[src/rtl/boid_frame_scheduler_if.sv]
// Display-RAM write port plus BPU mux select/address, bundled for the frame scheduler.
// Ports: boid_select/boid_address (BPU mux), ram_switch/ram_we/ram_write_addr (display RAM).
// master = scheduler side, slave = RAM/BPU side. Widths must match the scheduler's parameters.
interface boid_frame_scheduler_if #(
  parameter int BOID_IDX_WIDTH = 3,
  parameter int ADDR_WIDTH     = 20
);
  logic [BOID_IDX_WIDTH-1:0] boid_select;
  logic [ADDR_WIDTH-1:0]     boid_address;
  logic                      ram_switch;
  logic                      ram_we;
  logic [ADDR_WIDTH-1:0]     ram_write_addr;

  modport master (
    output boid_select, ram_switch, ram_we, ram_write_addr,
    input  boid_address
  );

  modport slave (
    input  boid_select, ram_switch, ram_we, ram_write_addr,
    output boid_address
  );
endinterface

[src/rtl/boid_frame_scheduler.sv]
// Per-frame display-RAM update sequencer: on a screen_end rising edge, one switch pulse then one write per boid.
// Latency: n+2 cycles from the detected edge to frame_done (n = min(num_boids, MAX_BOIDS)).
// No backpressure: one boid per cycle; edges arriving while busy are dropped and flagged in overrun.
// Ports: clock/reset, screen_end, num_boids, bus (BPU mux + RAM write), busy, frame_done, overrun, frame_count.
module boid_frame_scheduler #(
  parameter int MAX_BOIDS       = 8,
  parameter int BOID_IDX_WIDTH  = 3,
  parameter int PIXEL_COUNT     = 307200,
  parameter int ADDR_WIDTH      = 20,
  parameter int FRAME_CNT_WIDTH = 16
) (
  input  logic                       clock,
  input  logic                       reset,
  input  logic                       screen_end,
  input  logic [BOID_IDX_WIDTH:0]    num_boids,
  boid_frame_scheduler_if.master     bus,
  output logic                       busy,
  output logic                       frame_done,
  output logic                       overrun,
  output logic [FRAME_CNT_WIDTH-1:0] frame_count
);

  localparam logic [1:0] IDLE   = 2'd0;
  localparam logic [1:0] SWITCH = 2'd1;
  localparam logic [1:0] WRITE  = 2'd2;
  localparam logic [1:0] DONE   = 2'd3;

  localparam logic [BOID_IDX_WIDTH:0]    MAX_CNT = (BOID_IDX_WIDTH+1)'(MAX_BOIDS);
  localparam logic [BOID_IDX_WIDTH:0]    CNT_ONE = (BOID_IDX_WIDTH+1)'(1);
  localparam logic [BOID_IDX_WIDTH-1:0]  IDX_ONE = BOID_IDX_WIDTH'(1);
  localparam logic [FRAME_CNT_WIDTH-1:0] FC_ONE  = FRAME_CNT_WIDTH'(1);
  // One extra bit so a PIXEL_COUNT equal to 2**ADDR_WIDTH still compares correctly.
  localparam logic [ADDR_WIDTH:0]        PIX_LIM = (ADDR_WIDTH+1)'(PIXEL_COUNT);

  logic [1:0]                state;
  logic [BOID_IDX_WIDTH-1:0] idx;
  logic [BOID_IDX_WIDTH:0]   n;
  logic                      se_prev;
  logic                      rise;
  logic                      in_write;

  assign rise     = screen_end & ~se_prev;
  assign in_write = (state == WRITE);

  assign busy       = (state != IDLE);
  assign frame_done = (state == DONE);

  assign bus.ram_switch     = (state == SWITCH);
  assign bus.boid_select    = in_write ? idx : '0;
  assign bus.ram_write_addr = in_write ? bus.boid_address : '0;
  // Off-screen boids still take their cycle; only the write strobe is suppressed.
  assign bus.ram_we         = in_write && ({1'b0, bus.boid_address} < PIX_LIM);

  always_ff @(posedge clock) begin
    if (reset) begin
      state       <= IDLE;
      idx         <= '0;
      n           <= '0;
      // Held at 1 so a screen_end already high at reset release is not seen as an edge.
      se_prev     <= 1'b1;
      overrun     <= 1'b0;
      frame_count <= '0;
    end else begin
      se_prev <= screen_end;
      if (rise && state != IDLE) overrun <= 1'b1;

      case (state)
        IDLE: begin
          if (rise) begin
            n     <= (num_boids > MAX_CNT) ? MAX_CNT : num_boids;
            state <= SWITCH;
          end
        end
        SWITCH: begin
          idx   <= '0;
          state <= (n != '0) ? WRITE : DONE;
        end
        WRITE: begin
          if ({1'b0, idx} == n - CNT_ONE) state <= DONE;
          else                            idx   <= idx + IDX_ONE;
        end
        DONE: begin
          frame_count <= frame_count + FC_ONE;
          state       <= IDLE;
        end
        default: state <= IDLE;
      endcase
    end
  end

endmodule

[src/flat_wrapper.sv]
// flat-port wrapper written by rule: the top's interface ports become plain ports
module boid_frame_scheduler_flat 
#(
  parameter int MAX_BOIDS       = 8,
  parameter int BOID_IDX_WIDTH  = 3,
  parameter int PIXEL_COUNT     = 307200,
  parameter int ADDR_WIDTH      = 20,
  parameter int FRAME_CNT_WIDTH = 16
)
  (clock, reset, screen_end, num_boids, busy, frame_done, overrun, frame_count, bus_boid_select, bus_ram_switch, bus_ram_we, bus_ram_write_addr, bus_boid_address);
  boid_frame_scheduler_if #(.BOID_IDX_WIDTH(BOID_IDX_WIDTH), .ADDR_WIDTH(ADDR_WIDTH)) bus_i ();
  input  logic clock;
  input  logic reset;
  input  logic screen_end;
  input  logic [BOID_IDX_WIDTH:0] num_boids;
  output logic busy;
  output logic frame_done;
  output logic overrun;
  output logic [FRAME_CNT_WIDTH-1:0] frame_count;
  output wire logic [$bits(bus_i.boid_select)-1:0] bus_boid_select;
  output wire logic [$bits(bus_i.ram_switch)-1:0] bus_ram_switch;
  output wire logic [$bits(bus_i.ram_we)-1:0] bus_ram_we;
  output wire logic [$bits(bus_i.ram_write_addr)-1:0] bus_ram_write_addr;
  input wire logic [$bits(bus_i.boid_address)-1:0] bus_boid_address;
  assign bus_boid_select = bus_i.boid_select;
  assign bus_ram_switch = bus_i.ram_switch;
  assign bus_ram_we = bus_i.ram_we;
  assign bus_ram_write_addr = bus_i.ram_write_addr;
  assign bus_i.boid_address = bus_boid_address;
  boid_frame_scheduler #(.MAX_BOIDS(MAX_BOIDS), .BOID_IDX_WIDTH(BOID_IDX_WIDTH), .PIXEL_COUNT(PIXEL_COUNT), .ADDR_WIDTH(ADDR_WIDTH), .FRAME_CNT_WIDTH(FRAME_CNT_WIDTH)) u_core (.clock(clock), .reset(reset), .screen_end(screen_end), .num_boids(num_boids), .bus(bus_i), .busy(busy), .frame_done(frame_done), .overrun(overrun), .frame_count(frame_count));
endmodule
[config.mk]
export PLATFORM = sky130hd
export DESIGN_NAME = boid_frame_scheduler_flat
export DESIGN_NICKNAME = d
export VERILOG_FILES = /design/src/rtl/boid_frame_scheduler_if.sv /design/src/rtl/boid_frame_scheduler.sv /design/src/flat_wrapper.sv
export SDC_FILE = /design/constraint.sdc
export NUM_CORES = 1
export LEC_CHECK = 0
export ABC_AREA = 1
export BUFFER_PORTS_ARGS = -buffer_cell sky130_fd_sc_hd__clkbuf_2
export CELL_PAD_IN_SITES_DETAIL_PLACEMENT = 1
export CELL_PAD_IN_SITES_GLOBAL_PLACEMENT = 1
export CORE_MARGIN = 1.5
export CORE_UTILIZATION = 31
export CTS_CLUSTER_DIAMETER = 120
export DETAILED_ROUTE_END_ITERATION = 6
export GPL_ROUTABILITY_DRIVEN = 0
export PLACE_DENSITY_LB_ADDON = 0.08
export SYNTH_ARGS = -nofsm -noshare
export SYNTH_HDL_FRONTEND = slang
export SYNTH_SLANG_ARGS = --single-unit
[constraint.sdc]
create_clock -name clock -period 2.06 [get_ports clock]
set_input_delay 0 -clock clock [delete_from_list [all_inputs] [get_ports clock]]
set_output_delay 0 -clock clock [all_outputs]
set_load 0.02 [all_outputs]
== Word level (Yosys, flattened, before mapping) ==
Index checks and enable logic that the tools add are counted.

* Word-level logic and storage cells: 38
* Output and inout bits: 44
* Input port bits: 27
* Bits in registers: 27

* Reductions and logical operators: 9
* Bitwise gates (word level): 2
* Multiplexer cells: 9
* $lt $le $gt $ge: 2
* Equal/unequal tests: 7
* Add/sub/neg operators: 3

{| class="wikitable"
|+ Operator list
! operator !! number
|-
| $lt A20 B19 Y1 const B || 1
|-
| $mux W20 || 1
|-
| $add A16 B1 Y16 const B || 1
|-
| $pmux W2 S4 || 1
|-
| $mux W3 || 2
|-
| $pmux W3 S2 || 1
|-
| $reduce_and A2 Y1 || 3
|-
| $eq A2 B2 Y1 const B || 2
|-
| $eq A3 B4 Y1 || 1
|-
| $gt A4 B4 Y1 const B || 1
|-
| $mux W2 || 2
|-
| $mux W4 || 1
|-
| $ne A2 B2 Y1 const B || 2
|-
| $reduce_bool A2 Y1 || 2
|-
| $reduce_bool A4 Y1 || 1
|-
| $sub A4 B1 Y4 const B || 1
|-
| $add A3 B1 Y3 const B || 1
|-
| $eq A2 B1 Y1 const B || 1
|-
| $logic_and A1 B1 Y1 || 2
|-
| $logic_not A2 Y1 || 1
|-
| $ne A2 B1 Y1 const B || 1
|-
| $and A1 B1 Y1 || 1
|-
| $mux W1 || 1
|-
| $not A1 Y1 || 1
|}

== Depth between registers and ports, before layout ==
* Depth after elaboration: 4
* Mapped depth: 11

== Worst setup path after synthesis ==
No wires, ideal clock.

* Path type: register to register
* Start point: reg u_core.state[0]
* End point: reg u_core.frame_count[15]
* Path buffers: 0
* Arrival time: 1.538 ns
* Path slack: 0.407 ns
* Cell stages (with the launch flop): 11
* Path through: dfxtp_1 > ha_1 > nand2_2 > nor2_4 > nand2_4 > nor2_4 > nand2_2 > nor2_4 > nand3_1 > nand2_1 > nor2_1

* Word-level cells in the longest chain between the ends: 1

{| class="wikitable"
|+ RTL lines
! what !! line !! RTL
|-
| start: declaration || boid_frame_scheduler.sv:35 || <nowiki>logic [1:0] state;</nowiki>
|-
| start signal: assignment || boid_frame_scheduler.sv:76 || <nowiki>state <= (n != '0) ? WRITE : DONE;</nowiki>
|-
| $eq A2 B2 Y1 || n/a ||
|-
| net frame_done || flat_wrapper.sv:17 || <nowiki>output logic frame_done;</nowiki>
|-
| end signal: assignment || boid_frame_scheduler.sv:83 || <nowiki>frame_count <= frame_count + FC_ONE;</nowiki>
|-
| end: declaration || boid_frame_scheduler.sv:20 || <nowiki>output logic [FRAME_CNT_WIDTH-1:0] frame_count</nowiki>
|}

The timed path passes the listed nets, and every way through them passes these cells.
A chain may end at the register's enable or synchronous reset.

== Final worst setup path ==
* Start point: reg u_core.state[0]
* End point: reg u_core.frame_count[15]

* Word-level cells in the longest chain between the ends: 1

{| class="wikitable"
|+ RTL lines
! what !! line !! RTL
|-
| $eq A2 B2 Y1 || boid_frame_scheduler.sv:67 || <nowiki>case (state)</nowiki>
|}

No other way between the ends.

==> impl_metrics.toml <==
[outcome]
status = "completed"

[clock_network]
cts_buffer_depth = 2
postCtsHoldBufs = 4
post_cts.repair.setup_buffers = 0
cts_made_buffers = 3
cts_resized = 0
clk_pin_slew_ns = 0.10
cts.htree.levels = 1
clock-sinks = 27
tritoncts = "done"
clk_latency_ns = 0.27
cts_root_buffer = "clkbuf_8"

[floorplan]
start_util_pct = 32.83
rows = 25
die_area_um2 = 5573
io_pins = 71
die_w_um = 74.65
die_y_um = 74.65
core_area_um2 = 4848

[synthesis]
syn_area_um2 = 1592
synth_seq_cells = 27
ys_types = 27
synthFlopType = "dfxtp_1"
synth_edf_count = 0
synth_largest_area_cell = "dfxtp_1"
seq_area_frac_synth_pct = 33.96
syn_inst = 248
synth.top_cell.area_share_pct = 33.96
synthArstFlopShare_pct = 0
syn_nets = 282
ys_warn_count = 0
synth.most_common_cell = "nand2_1"
synth_top_cells_by_count = "nand2_1, inv_1, dfxtp_1"
yosys-top-cells-area = "dfxtp_1, nand2_1, inv_1"
avgSynthCellArea_um2 = 6.417

[final_layout]
fin_util_pct = 43.38
area.growth.synth_to_final_pct = 32.15
num_antenna_cells = 0
nets = 357
drive_gt1_share_pct = 26.71
fin_area_um2 = 2103

[worst_setup_path]
slowest_delay_ns = 0.44
crit_slowest_cell = "dfxtp_1"
critPathRequiredTime_ns = 2.24
cp_data_arrival_time_ns = 1.92
worst-path-max-fanout = 8
crit_path_frequent_cell = "nor2_4"
cp_cell_sequence = "ha_1 > nand2_2 > nor2_4 > nand2_4 > nor2_4 > nand2_2 > nor2_4 > nand3_1 > nand2_1 > nor2_1"
worstSetupStartpointType = "flip-flop"
cp_top_family = "simple AND/OR/NAND/NOR gates"
path_class = "flip-flop to flip-flop"
critPathBufInv = 0
cp-end-kind = "flip-flop"

[route]
vias = 1728
vias_per_cell = 4.442
dr.pass1.iters = 4
drt-initial-drc-count = 31
wire_per_inst_um = 10.76
drt_wl_total_um = 4185
ant_nets = 0
drc = 0

[sta]
final-hold-violation-count = 0
fin_crit_ns = 1.743
finClkSkew_ns = 0.004840
max_freq_ghz = 0.5739
holdWs_ns = 0.08628
tightestPinTransition_ns = 0.4608
final_max_slew_viol_count = 0
rsz0062_at_grt = "false"
timing.final.crit_share_pct = 84.59
finalSetupViolCount = 0
relSlewSlack_pct = 69.25
fin_tns_setup_ns = 0

[global_routing]
grt_usage_pct = 15.98
grt-ovfl-total = 0
antenna_found_initial = 0
grt_pass1_wl_um = 7120
grt_start_max_net_pins = 21
grt_pass1_vias = 1630

[placed_design]
place.port_buffers = 70
placed_cell_area_um2 = 2014
hpwl_um = 3363

[power_and_ir_drop]
total_power_uw = 1595
power.density_nw_per_um2 = 758.5
ir_drop_mv = 0.3260
p_leak_uw = 0.001194

[job]
drv_cap = 0

[min_path]
hp-class = "primary input to flip-flop"
-- per-layer routing --
layer / vias up / wire length, um / track usage, %
met1: 784 / 2055 / 21.54
met5: - / 0 / 0
li1: 912 / - / -
met4: 0 / 8 / 1.818
met2: 30 / 1979 / 27.38
met3: 2 / 141 / 3.213
-- area by class of cell --
type | count | area, um2
multi-input cells | 162 | 828.3
flip-flops and latches | 27 | 540.5
well taps | 67 | 83.83
clock inverters | 1 | 7.507
clock buffers | 3 | 41.29
inverters | 54 | 203.9
repair buffers | 75 | 397.9
fillers | 669 | 2745
-- state kept, by name, indices dropped and copies added, names as in the netlist --
signal              count
u_core.overrun          1
u_core.state            2
u_core.frame_count     16
u_core.n                4
u_core.se_prev          1
u_core.idx              3
-- cells in the final DEF, fill, tap and decap left out, types with 5 or more instances in the layout --
cell	netlist	final
nor2_1	22	22
nor3_1	5	5
ha_1	7	7
nand2_1	66	66
o21ai_0	8	8
clkbuf_2	0	70
a21oi_1	17	17
dfxtp_1	27	27
nand3_1	11	11
inv_1	52	52
-- worst min-delay path: stages --
cell and delay (ns):
clkbuf_2 0.08, nor2_1 0.06, a211oi_1 0.17
-- through the flow --
step / setup WS, ns / instances
after floorplan: 0.4070 / 248
after global placement: 0.3569 / 381
after detailed placement: 0.3339 / 381
after CTS: 0.3023 / 389
after global routing: 0.08004 / 389
final: 0.3174 / 389
-- cell families after synthesis --
logic type | after synthesis | synth area share, %
and+or+nand+nor | 119 | 33.41
buffers and inverters | 59 | 13.99
AOI/OAI and AO/OA | 34 | 12.03
DFF | 27 | 33.96
adders and majority gates | 7 | 5.503
xor gates and xnor gates | 2 | 1.101
-- report_power, final --
| part | internal [uW] | switching, uW |
|---|---|---|
| clock network | 137 | 173 |
| registers | 558 | 42.7 |
| logic | 228 | 457 |
-- worst paths after layout --
kind | from | end | slack, ns | depth (start not counted)
worst max register to register | u_core.state[0] | u_core.frame_count[15] | 0.32 | 10
worst max-delay path | u_core.state[0] | u_core.frame_count[15] | 0.32 | 10
worst min-delay path | num_boids[3] | u_core.n[3] | 0.09 | 3
worst min register to register | u_core.overrun | u_core.overrun | 0.46 | 2
No activity file was read; power rests on OpenSTA's default activity.
